===== src/rtl/sample_pacer_if.sv =====
// Purpose: bundles the decoder-side write port and the modulator-side sample port of sample_pacer.
// Ports: master drives sample_in/new_sample/clr_flags and observes the rest; slave is the pacer side.
// Signals: sample_out/sample_valid/running/level/overflow/underflow are driven by the pacer.
interface sample_pacer_if #(
    parameter int DATA_W     = 8,
    parameter int DEPTH_LOG2 = 6
);
    logic [DATA_W-1:0]   sample_in;
    logic                new_sample;
    logic                clr_flags;
    logic [DATA_W-1:0]   sample_out;
    logic                sample_valid;
    logic                running;
    logic [DEPTH_LOG2:0] level;
    logic                overflow;
    logic                underflow;

    modport master (
        output sample_in, new_sample, clr_flags,
        input  sample_out, sample_valid, running, level, overflow, underflow
    );

    modport slave (
        input  sample_in, new_sample, clr_flags,
        output sample_out, sample_valid, running, level, overflow, underflow
    );
endinterface


===== src/rtl/sample_pacer.sv =====
// Purpose: absorbs bursty decoder samples in a FIFO and re-issues them at one sample per DIV clocks.
// Latency: first sample_valid DIV+1 cycles after level reaches PREFILL; then exactly every DIV cycles.
// Backpressure: none upstream; writes to a full FIFO (without a same-cycle pop) are dropped and flagged.
//
// Ports: clk, rst (async, active-high), bus (sample_pacer_if.slave) carrying
//   sample_in/new_sample/clr_flags in and sample_out/sample_valid/running/level/overflow/underflow out.
// Optional feature: define SAMPLE_PACER_HOLD_EN to keep the last emitted sample on sample_out
//   during an underflow instead of driving IDLE_VAL.
module sample_pacer #(
    parameter int                 DATA_W     = 8,
    parameter int                 DEPTH_LOG2 = 6,
    parameter int                 DIV        = 10,
    parameter int                 PREFILL    = 32,
    parameter logic [DATA_W-1:0]  IDLE_VAL   = 8'h80
) (
    input  logic         clk,
    input  logic         rst,
    sample_pacer_if.slave bus
);
    localparam int DEPTH = 2 ** DEPTH_LOG2;
    localparam int LVL_W = DEPTH_LOG2 + 1;
    localparam int CNT_W = (DIV > 1) ? $clog2(DIV) : 1;

    localparam logic [LVL_W-1:0] DEPTH_L   = LVL_W'(DEPTH);
    localparam logic [LVL_W-1:0] PREFILL_L = LVL_W'(PREFILL);
    localparam logic [CNT_W-1:0] CNT_LAST  = CNT_W'(DIV - 1);

    typedef enum logic {
        ST_FILL = 1'b0,
        ST_RUN  = 1'b1
    } state_t;

    // FIFO storage and bookkeeping
    logic [DATA_W-1:0]     mem_q [DEPTH];
    logic [DEPTH_LOG2-1:0] wr_ptr_q;
    logic [DEPTH_LOG2-1:0] rd_ptr_q;
    logic [LVL_W-1:0]      level_q;
    logic [LVL_W-1:0]      level_d;

    // Pacing FSM and registered outputs
    state_t                state_q;
    logic [CNT_W-1:0]      cnt_q;
    logic [DATA_W-1:0]     sample_out_q;
    logic                  sample_valid_q;
    logic                  running_q;
    logic                  overflow_q;
    logic                  underflow_q;

    logic                  fifo_empty;
    logic                  fifo_full;
    logic                  tick;
    logic                  pop;
    logic                  push;
    logic                  drop;
    logic [DATA_W-1:0]     head;

    assign fifo_empty = (level_q == '0);
    assign fifo_full  = (level_q == DEPTH_L);

    // A tick only exists in ST_RUN; the counter is parked at 0 in ST_FILL.
    assign tick = (state_q == ST_RUN) && (cnt_q == CNT_LAST);

    // Pop decisions use the pre-write level, so a write landing on an
    // empty FIFO in the tick cycle still counts as an underflow.
    assign pop  = tick && !fifo_empty;

    // A pop in the same cycle frees the slot a full-FIFO write needs.
    assign push = bus.new_sample && (!fifo_full || pop);
    assign drop = bus.new_sample && fifo_full && !pop;

    assign head = mem_q[rd_ptr_q];

    always_comb begin
        level_d = level_q;
        if (push && !pop) begin
            level_d = level_q + LVL_W'(1);
        end else if (pop && !push) begin
            level_d = level_q - LVL_W'(1);
        end
    end

    // Storage has no reset; contents are meaningless until written.
    always_ff @(posedge clk) begin
        if (push) begin
            mem_q[wr_ptr_q] <= bus.sample_in;
        end
    end

    // Pointers wrap naturally at DEPTH; level is tracked separately so
    // full and empty are unambiguous.
    always_ff @(posedge clk or posedge rst) begin
        if (rst) begin
            wr_ptr_q <= '0;
            rd_ptr_q <= '0;
            level_q  <= '0;
        end else begin
            if (push) begin
                wr_ptr_q <= wr_ptr_q + DEPTH_LOG2'(1);
            end
            if (pop) begin
                rd_ptr_q <= rd_ptr_q + DEPTH_LOG2'(1);
            end
            level_q <= level_d;
        end
    end

    always_ff @(posedge clk or posedge rst) begin
        if (rst) begin
            state_q        <= ST_FILL;
            cnt_q          <= '0;
            sample_out_q   <= IDLE_VAL;
            sample_valid_q <= 1'b0;
            running_q      <= 1'b0;
            overflow_q     <= 1'b0;
            underflow_q    <= 1'b0;
        end else begin
            // Every tick produces a pulse, including the underflow tick.
            sample_valid_q <= tick;

`ifdef SAMPLE_PACER_HOLD_EN
            // Underflow leaves the previously emitted sample on the output.
            if (pop) begin
                sample_out_q <= head;
            end
`else
            if (pop) begin
                sample_out_q <= head;
            end else if (tick) begin
                sample_out_q <= IDLE_VAL;
            end
`endif

            // Sticky flags: a set event in the clearing cycle takes priority.
            overflow_q  <= drop | (overflow_q & ~bus.clr_flags);
            underflow_q <= (tick & fifo_empty) | (underflow_q & ~bus.clr_flags);

            case (state_q)
                ST_FILL: begin
                    cnt_q <= '0;
                    if (level_q >= PREFILL_L) begin
                        state_q   <= ST_RUN;
                        running_q <= 1'b1;
                    end
                end
                ST_RUN: begin
                    if (tick) begin
                        cnt_q <= '0;
                        // Starved: go back and rebuild the prefill cushion.
                        if (fifo_empty) begin
                            state_q   <= ST_FILL;
                            running_q <= 1'b0;
                        end
                    end else begin
                        cnt_q <= cnt_q + CNT_W'(1);
                    end
                end
                default: begin
                    state_q   <= ST_FILL;
                    cnt_q     <= '0;
                    running_q <= 1'b0;
                end
            endcase
        end
    end

    assign bus.sample_out   = sample_out_q;
    assign bus.sample_valid = sample_valid_q;
    assign bus.running      = running_q;
    assign bus.level        = level_q;
    assign bus.overflow     = overflow_q;
    assign bus.underflow    = underflow_q;
endmodule

===== src/flat_wrapper.sv =====
// flat-port wrapper written by rule: the top's interface ports become plain ports
module sample_pacer_flat 
#(
    parameter int                 DATA_W     = 8,
    parameter int                 DEPTH_LOG2 = 6,
    parameter int                 DIV        = 10,
    parameter int                 PREFILL    = 32,
    parameter logic [DATA_W-1:0]  IDLE_VAL   = 8'h80
)
  (clk, rst, bus_sample_in, bus_new_sample, bus_clr_flags, bus_sample_out, bus_sample_valid, bus_running, bus_level, bus_overflow, bus_underflow);
  sample_pacer_if #(.DATA_W(DATA_W), .DEPTH_LOG2(DEPTH_LOG2)) bus_i ();
  input  logic clk;
  input  logic rst;
  input wire logic [$bits(bus_i.sample_in)-1:0] bus_sample_in;
  input wire logic [$bits(bus_i.new_sample)-1:0] bus_new_sample;
  input wire logic [$bits(bus_i.clr_flags)-1:0] bus_clr_flags;
  output wire logic [$bits(bus_i.sample_out)-1:0] bus_sample_out;
  output wire logic [$bits(bus_i.sample_valid)-1:0] bus_sample_valid;
  output wire logic [$bits(bus_i.running)-1:0] bus_running;
  output wire logic [$bits(bus_i.level)-1:0] bus_level;
  output wire logic [$bits(bus_i.overflow)-1:0] bus_overflow;
  output wire logic [$bits(bus_i.underflow)-1:0] bus_underflow;
  assign bus_i.sample_in = bus_sample_in;
  assign bus_i.new_sample = bus_new_sample;
  assign bus_i.clr_flags = bus_clr_flags;
  assign bus_sample_out = bus_i.sample_out;
  assign bus_sample_valid = bus_i.sample_valid;
  assign bus_running = bus_i.running;
  assign bus_level = bus_i.level;
  assign bus_overflow = bus_i.overflow;
  assign bus_underflow = bus_i.underflow;
  sample_pacer #(.DATA_W(DATA_W), .DEPTH_LOG2(DEPTH_LOG2), .DIV(DIV), .PREFILL(PREFILL), .IDLE_VAL(IDLE_VAL)) u_core (.clk(clk), .rst(rst), .bus(bus_i));
endmodule

===== config.mk =====
export PLATFORM = sky130hd
export DESIGN_NAME = sample_pacer_flat
export DESIGN_NICKNAME = d
export VERILOG_FILES = /design/src/rtl/sample_pacer_if.sv /design/src/rtl/sample_pacer.sv /design/src/flat_wrapper.sv
export SDC_FILE = /design/constraint.sdc
export NUM_CORES = 1
export LEC_CHECK = 0
export BUFFER_PORTS_ARGS = -buffer_cell sky130_fd_sc_hd__buf_4
export CAP_MARGIN = 30
export CORE_MARGIN = 2
export CORE_UTILIZATION = 40
export CTS_CLUSTER_SIZE = 12
export DETAILED_ROUTE_END_ITERATION = 16
export MAX_ROUTING_LAYER = met4
export SYNTH_ARGS = -nofsm -noshare
export SYNTH_HDL_FRONTEND = slang
export SYNTH_SLANG_ARGS = --single-unit

===== constraint.sdc =====
create_clock -name clk -period 3.24 [get_ports clk]
set_input_delay 0.324 -clock clk [delete_from_list [all_inputs] [get_ports clk]]
set_output_delay 0.324 -clock clk [all_outputs]
set_load 0.02 [all_outputs]

==> results of run 1 <==
[placed cells by master, fill, tap and decap left out, types with 3 or more instances in the layout]
cell type      count
edfxtp_1         512
mux4_2            93
mux2i_1           87
buf_4             80
nor2_1            73
clkbuf_16         58
nand2_1           34
dfrtp_1           31
o221ai_1          16
o21ai_0           16
a21oi_1           15
mux2_2            14
xnor2_1           14
clkbuf_1          14
clkinv_1          14
a221o_1           12
inv_1             10
nor2_2            10
ha_1               9
a221oi_1           8
nand3_1            7
nor2b_1            7
o221a_2            6
o211ai_1           6
a211o_1            5
a22oi_1            4
a32oi_1            4
and2_1             4
nand3b_1           4
nand4_1            3
nand2_2            3
or3_1              3
o211a_1            3
clkinv_2           3
dlygate4sd3_1      3
buf_12             3
dfrtp_4            3
[tightest hold or removal path: cells and delay by family]
family	cells	cell delay (ps)
AO/OA/AOI/OAI	1	170
buffers and inverters	2	260
XOR/XNOR	1	70
[cell type report]
class,count,area [µm²],area share [%]
multi-input combinational,506,5130,20.79
sequential,548,16290,66.01
inverter,11,41.29,0.1673
tap,696,870.8,3.529
clock buffer,72,1504,6.094
clock inverter,21,151.4,0.6135
timing repair buffer,86,690.7,2.799
[path summary, 6_finish.rpt]
kind	from	endpoint	slack, ps	cells after the start
max	u_core.bus.level[2]	u_core.bus.level[5]	90	10
min	bus_new_sample	u_core.wr_ptr_q[0]	260	4
max reg2reg	u_core.bus.level[2]	u_core.bus.level[5]	90	10
min reg2reg	u_core.cnt_q[0]	u_core.cnt_q[0]	490	1
max in group asynchronous	rst	u_core.bus.sample_out[7]	2060	4
min in group asynchronous	rst	u_core.bus.running	390	3
[report_power, final]
group	switching (µW)	internal, µW
logic	2620	2210
registers	519	8170
clock network	2580	3390
[cells by family after synthesis]
logic type,after synthesis,synth area share [%]
XOR/XNOR,16,0.6442
buffers and inverters,72,1.743
AND/OR/NAND/NOR,165,3.474
multiplexers,194,14.36
AO/OA/AOI/OAI,120,4.296
flip-flops,548,74.82
adder cells (fa/ha/maj),11,0.6672
[timing repair]
item                       in CTS  in global routing
hold endpoints to repair       19                  0
hold buffers                    3                  0
setup endpoints to repair       0                 61
gates resized for setup         0                 11
[through the flow]
stage,hold slack (ps),instance area [µm²],setup slack [ps],instances
2_1_floorplan,420.4,21760,13.70,1126
3_3_place_gp,466.4,22960,84.28,1844
3_5_place_dp,475.2,22960,21.91,1844
4_1_cts,220.2,24650,12.13,1940
5_1_grt,277.7,24680,-19.02,1940
6_report,264.6,24680,94.86,1940
[state kept, by name, indices dropped and copies added, names as in the netlist]
signal / flops
u_core.bus.sample_valid: 1
u_core.mem_q: 512
u_core.rd_ptr_q: 6
u_core.wr_ptr_q: 6
u_core.state_q: 1
u_core.bus.sample_out: 8
u_core.bus.level: 7
u_core.cnt_q: 4
u_core.bus.running: 1
u_core.bus.overflow: 1
u_core.bus.underflow: 1
[routing by layer]
layer,vias up,track usage [%]
met1,5944,27.40
met5,-,-
met4,0,5.203
li1,4744,-
met2,366,29.41
met3,73,2.648
==> flow_summary.ini, run 1 <==
[global_route]
grt_usage_pct = 19.26
grt_max_degree = 65
grt_pass1_vias = 11410
antenna_found_initial = 0
grt_pass1_wl_um = 77440
grt_overflow_total = 0

[clock_network]
clkSlewWorstSetupHoldPaths_ps = 60
cts_setup_buffers = 0
clockBufferDepth = 3
insertion_delay_ps = 610
cts_buffers = 56
cts_htree_levels = 2
clock_sinks = 548
cts.root.buffer_cell = clkbuf_16
tritoncts = done

[logic_synthesis]
syn_avg_cell_area_um2 = 19.32
synth_top_cell_area_share_pct = 70.67
ys_seq_area_share_pct = 74.82
yosysTopAreaCell = edfxtp_1
synth_edf_count = 512
synth_cell_types = 67
synthCells = 1126
synthArstFlopShare_pct = 6.569
synth_common_cells = edfxtp_1 (512), mux4_2 (93), mux2i_1 (87)
yosysWarnings = 0
ys.flop_type = edfxtp_1
synth.net_count = 1149
yosysMostFrequentCell = edfxtp_1
yosys-top-cells-area = edfxtp_1 (71%), mux4_2 (9.6%), dfrtp_1 (4.0%)
syn_area_mm2 = 0.02175
ys_ff_latch = 548

[critical_path]
crit_slowest_cell = or4_4
crit_type = reg -> reg
cp.arrival_ps = 3630
cp_top_family = compound AO/OA/AOI/OAI gates
start_kind = register
path_cells = or4_4, o41a_1, ha_2, inv_2, ha_1, a21o_1, a21oi_2, o21bai_1, a2111o_1, o221a_2
cpPeakStageDelay_ps = 570
end_kind = register
cp.required_ps = 3720
critPathMaxFanout = 6
cp.buffers_inverters = 1

[floorplanning]
fp.dieArea_mm2 = 0.05627
rows = 85
core_mm2 = 0.05381
io_pins = 31
die_h_um = 237.2
initial_utilization_pct = 40.43
die_w_um = 237.2

[route]
dr_wl_met3_um = 2842
wl_met2_um = 24200
drc = 0
top_layer = met4
ant_nets = 0
wl_per_cell_um = 26.52
drtIter0Drc = 1188
detailroute.via_count = 11130
vias_per_cell = 5.736
drt_first_pass_iters = 5
wl_um = 51440
wl_met1_um = 23330

[sta]
rsz0062_at_grt = yes
final.period_utilization_pct = 97.07
hold_violations = 0
tns_ps = 0
report.final.slew_viol_count = 0
fin_crit_ps = 3145
maxSlewHeadroom_pct = 36.23
tightest_slew_ps = 953.0
maxClockFrequency_mhz = 318.0
clock_skew_ps = 19.85
setup_viol = 0

[finish]
drive_above_1_share_pct = 23.23
fillers = 4535
syn_to_final_growth_pct = 13.44
final_util_pct = 45.86
n_antenna_cell = 0
nNetsFinal = 1232

[power_and_ir_drop]
total_power_uw = 19490
cellLeakagePower_uw = 0.007981
ir_drop_v = 0.0004036
cellPowerDensity_mw_per_mm2 = 789.6

[job]
maxCapViolations = 0

[placement]
place_congestion = 0.8139
dpl.hpwl_um = 32040
portBuffers = 30

[outcome]
outcome = complete, no violations

[hold_path]
hp-class = in -> reg
No activity file was read; power rests on OpenSTA's default activity.
==> inputs of run 2 (changes only) <==
- ABC_AREA: default -> 1
==> run 2 against run 1 <==
Fmax up 8.7%. Wire length rose by 13%. Critical path type unchanged. Highest routed layer unchanged. Total power grew 7.2%.
==> flow_summary.ini, run 2 <==
[clock_network]
cts_buffers = 55
clockBufferDepth = 3
tritoncts = done
clkSlewWorstSetupHoldPaths_ps = 60
cts_setup_buffers = 0
insertion_delay_ps = 610
cts_htree_levels = 2
cts.root.buffer_cell = clkbuf_16
clock_sinks = 548

[logic_synthesis]
synth_edf_count = 512
yosys-top-cells-area = edfxtp_1 (68%), nand2_1 (7.9%), nor2_1 (6.1%)
ys_ff_latch = 548
syn_area_mm2 = 0.02267
synth.net_count = 2029
syn_avg_cell_area_um2 = 11.30
synth_common_cells = edfxtp_1 (512), nand2_1 (475), nor2_1 (367)
synthCells = 2006
synth_cell_types = 29
synth_top_cell_area_share_pct = 67.81
yosysTopAreaCell = edfxtp_1
ys_seq_area_share_pct = 71.79
yosysWarnings = 0
yosysMostFrequentCell = edfxtp_1
ys.flop_type = edfxtp_1
synthArstFlopShare_pct = 6.569

[critical_path]
cp.arrival_ps = 3410
r2r-start = u_core.cnt_q[1]
cp.buffers_inverters = 4
reg2reg_slack_ps = 350
crit_type = reg -> reg
cp.required_ps = 3760
cpPeakStageDelay_ps = 400
r2r_cells = 18
path_cells = inv_1, ha_1, nand3b_4, nor2_4, inv_2, nand3_2, nand2_1, inv_4, ha_1, inv_1, ha_1, nand3_1, nand2_1, nand2_1, nand2_1, a21oi_1, or2_2, a31oi_1
crit_slowest_cell = dfrtp_1
cp_common_cell = nand2_1
end_kind = register
cp_top_family = simple AND/OR/NAND/NOR gates
critPathMaxFanout = 10
r2r_end = u_core.bus.level[5]
start_kind = register

[sta]
final.period_utilization_pct = 89.29
maxSlewHeadroom_pct = 36.18
tns_ps = 0
tightest_slew_ps = 957.3
maxClockFrequency_mhz = 345.7
clock_skew_ps = 12.16
rsz0062_at_grt = no
worst_slack_ps = 347.1
hold_violations = 0
fin_crit_ps = 2893
setup_viol = 0
report.final.slew_viol_count = 0

[finish]
drive_above_1_share_pct = 9.760
final_util_pct = 45.90
final_cell_area_mm2 = 0.02578
multi_input_area_mm2 = 0.005660
final_common_cell = edfxtp_1
nNetsFinal = 2109
syn_to_final_growth_pct = 13.71
fillers = 5156
largest_reg_flops = 512
top_register = u_core.mem_q
final_cell_mix = edfxtp_1 (512), nand2_1 (475), nor2_1 (367), nand3_1 (225), o21ai_0 (135)
register_area_mm2 = 0.01628
n_antenna_cell = 0

[floorplanning]
io_pins = 31
core_mm2 = 0.05617
rows = 87
fp.dieArea_mm2 = 0.05860
die_w_um = 242.1
die_h_um = 242.1
initial_utilization_pct = 40.36

[power_and_ir_drop]
ir_drop_v = 0.0004866
cellLeakagePower_uw = 0.009444
cellPowerDensity_mw_per_mm2 = 810.4
total_power_uw = 20890

[placement]
dpl.hpwl_um = 33520
post-place-ws_ps = 283.6
place_congestion = 0.8942
portBuffers = 30
dpl_cell_area_mm2 = 0.02415

[outcome]
outcome = complete, no violations

[route]
drtIter0Drc = 1456
wl_um = 58060
drt_first_pass_iters = 5
ant_nets = 0
detailroute.via_count = 15130
drc = 0
vias_per_cell = 5.260
wl_per_cell_um = 20.18

[global_route]
antenna_found_initial = 0
grt_overflow_total = 0
grt_max_degree = 143
grt_pass1_wl_um = 89100
grt_pass1_vias = 14810
grt_usage_pct = 20.40

[hold_path]
hold_end = u_core.wr_ptr_q[1]
hp-class = in -> reg
min_path_cells = 4
min-delay-start = bus_new_sample

[job]
maxCapViolations = 0
run 2: cell types whose count changed after synthesis, sizes merged, moves of 12 or more:
cell and delta:
a21oi +20, a221o -12, buf +29, clkbuf +16, inv +35, mux2 -14, mux2i -87, mux4 -93
nand2 +438, nand3 +218, nor2 +286, o21ai +136, o221ai -16, xnor2 -12
run 2: metrics by stage:
stage | std cells | hold WS, ps
after floorplan | 2006 | 422.9
after global placement | 2780 | 473.4
after detailed placement | 2782 | 252.1
after CTS | 2877 | 167.5
after global routing | 2877 | 197.4
final | 2877 | 181.2
run 2: power breakdown:
part	total, µW	switching, µW	internal [µW]
logic	6620	4660	1960
registers	8470	316	8160
clock network	5790	2540	3250
run 2: what timing repair did:
item                       CTS  global route
gates resized for setup      0             3
setup endpoints to repair    0             2
hold endpoints to repair    37             0
hold buffers                 3             0
run 2: cell type report:
type | instances | share of cell area, %
Clock buffer | 79 | 5.970
Multi-Input combinational cell | 1303 | 21.96
Clock inverter | 13 | 0.2038
Tap cell | 756 | 3.669
Sequential cell | 548 | 63.17
Inverter | 49 | 0.7523
Timing Repair Buffer | 129 | 4.281
run 2: worst min-delay path, stage by stage:
cell and delay (ps):
buf_4 90, nand2_1 100, inv_4 130, o21ai_0 90
run 2: metal layers:
layer  global-route usage (%)  share of wire [%]  vias to the layer above
met5                        -                  0                        -
met4                    5.283                2.3                        0
met3                    4.199                7.6                      100
met2                    32.02                 47                      535
met1                    27.20                 43                     7440
li1                         -                  -                     7059
run 2: cells by family (layout without fill, tap and decap cells):
kind of cell,Yosys count,count (layout),share of synthesized area (%)
adders and majority gates,11,11,0.6402
buffers and inverters,155,270,3.273
xor gates and xnor gates,12,12,0.4636
DFF,548,548,71.79
AOI/OAI and AO/OA,194,194,4.310
and+or+nand+nor,1086,1086,19.52
run 2: worst max-delay path by stage:
stage,startpoint,end,slack [ps],cells after the start
floorplan,u_core.bus.level[0],u_core.bus.level[6],530,17
CTS,u_core.bus.level[0],u_core.bus.level[6],240,16
global placement,u_core.bus.level[0],u_core.bus.level[6],310,16
finish,u_core.cnt_q[1],u_core.bus.level[5],350,18
global route,u_core.cnt_q[1],u_core.bus.level[6],50,19
detailed placement,u_core.bus.level[0],u_core.bus.level[6],280,16
==> inputs of run 3 (changes only) <==
- MAX_ROUTING_LAYER: met4 -> default
- SETUP_SLACK_MARGIN: default -> 0.05
==> run 3 against run 2 <==
Register-to-register slack better by 20 ps. First-iteration DRC count is 13% higher. Fmax grew 0.60%. Via count down 0.44%. Critical path depth is 1 higher. Die area unchanged. Combinational power is 2% higher. Largest cell class unchanged. Highest routed layer unchanged.
==> flow_summary.ini, run 3 (synthesized netlist as in run 2, its figures left out) <==
[placement]
dpl.hpwl_um = 33640
portBuffers = 30
place_congestion = 0.8419

[critical_path]
cp.arrival_ps = 3400
end_kind = register
r2r-start = u_core.cnt_q[1]
cp.required_ps = 3760
startpoint = u_core.cnt_q[1]
r2r_cells = 19
crit_type = reg -> reg
r2r_end = u_core.bus.level[6]
reg2reg_slack_ps = 360
crit_path_end = u_core.bus.level[6]
critPathMaxFanout = 10
start_kind = register

[power_and_ir_drop]
power.switching_uw = 7584
internal_power_uw = 13310
cellPowerDensity_mw_per_mm2 = 811.5
power.share.sequential_pct = 40.4
p_clk_share_pct = 27.4
ir_drop_v = 0.0007546
combinationalPowerShare_pct = 32.2
total_power_uw = 20890
cellLeakagePower_uw = 0.009420
swShare_pct = 36.30

[global_route]
grt_usage_pct = 19.94
grt_overflow_total = 0
antenna_found_initial = 0
grt_pass1_vias = 14910
grt_pass1_wl_um = 89820
grt_max_degree = 131

[floorplanning]
core_mm2 = 0.05617
io_pins = 31
die_h_um = 242.1
rows = 87
die_w_um = 242.1
fp.dieArea_mm2 = 0.05860
initial_utilization_pct = 40.36

[finish]
drive_above_1_share_pct = 9.585
final_cell_mix = edfxtp_1 (512), nand2_1 (474), nor2_1 (367), nand3_1 (225), o21ai_0 (135)
multi_input_area_mm2 = 0.005660
largest_reg_flops = 512
register_area_mm2 = 0.01628
final_common_cell = edfxtp_1
nNetsFinal = 2108
n_antenna_cell = 0
syn_to_final_growth_pct = 13.56
top_register = u_core.mem_q
fillers = 5164

[clock_network]
cts_htree_levels = 2
insertion_delay_ps = 610
clock_sinks = 548
cts_buffers = 55
cts.root.buffer_cell = clkbuf_16
cts_setup_buffers = 0
tritoncts = done
clockBufferDepth = 3
clkSlewWorstSetupHoldPaths_ps = 60

[sta]
rsz0062_at_grt = no
maxClockFrequency_mhz = 347.7
report.final.slew_viol_count = 0
fin_crit_ps = 2876
tightest_slew_ps = 948.9
final.period_utilization_pct = 88.76
hold_violations = 0
maxSlewHeadroom_pct = 36.74
clock_skew_ps = 18.97
tns_ps = 0
setup_viol = 0

[hold_path]
hp-class = in -> async

[route]
drc = 0
drtIter0Drc = 1652
detailroute.via_count = 15070
ant_nets = 0
wl_per_cell_um = 20.34
wl_um = 58450
vias_per_cell = 5.243
drt_first_pass_iters = 5

[outcome]
outcome = complete, no violations

[job]
maxCapViolations = 0
run 3: cell types whose count changed in the layout (fill, tap and decap cells not counted), sizes merged:
cell / delta
clkinv: +4
clkbuf: -6
buf: -1
run 3: per-layer routing:
metal	routed length, µm	GRT usage, %
met1	25380	28.01
met2	27090	31.77
met3	4466	3.412
met4	1518	6.227
met5	0	0
run 3: how the worst min path moves through the flow:
stage	slack [ps]	start	end
after floorplan	420	bus_clr_flags	u_core.bus.overflow
after global placement	470	u_core.cnt_q[0]	u_core.cnt_q[0]
after detailed placement	500	u_core.cnt_q[0]	u_core.cnt_q[0]
after CTS	230	bus_new_sample	u_core.wr_ptr_q[0]
after global routing	190	rst	u_core.cnt_q[3]
final	180	rst	u_core.cnt_q[0]
run 3: layout make-up:
class                           count  area share (%)
Clock buffer                       73           5.773
Clock inverter                     17          0.2576
Tap cell                          756           3.674
Inverter                           49          0.7533
Timing Repair Buffer              128           4.306
Multi-Input combinational cell   1303           21.99
Sequential cell                   548           63.25
run 3: power groups by stage:
stage	registers (µW)	clock network, µW	logic (µW)
6_report	8440	5720	6730
3_3_place_gp	8560	0	6630
3_5_place_dp	8580	0	6680
2_1_floorplan	8600	0	4350
4_1_cts	8440	5800	6730
5_1_grt	8480	6070	7450
run 3: through the flow:
step           hold slack, ps  setup WS, ps  instance area (µm²)  utilization, %  cells
3_5_place_dp            501.7         116.6                24130           42.95   2780
4_1_cts                 231.2         101.9                25710           45.77   2873
6_report                178.5         364.3                25750           45.84   2874
5_1_grt                 190.4         92.96                25750           45.84   2874
2_1_floorplan           422.9         532.2                22670               -   2006
3_3_place_gp            471.2         183.0                24100           42.90   2779
run 3: critical path, cell delays in order, from the launching register on:
cell	delay, ps
dfrtp_1	390
inv_1	60
ha_1	180
nand3b_4	100
nor2_4	140
inv_2	100
nand3_2	100
nand2_2	120
inv_4	130
ha_1	200
inv_2	90
fa_1	410
nand3_1	90
nand3_1	80
nand2_1	80
nand2_1	50
a21oi_1	160
xor2_1	160
nand2_1	60
o21ai_0	70
run 3: timing repair:
action	CTS	global route
setup endpoints to repair	0	4
hold endpoints to repair	25	0
hold buffers	3	0
resized for setup	0	4
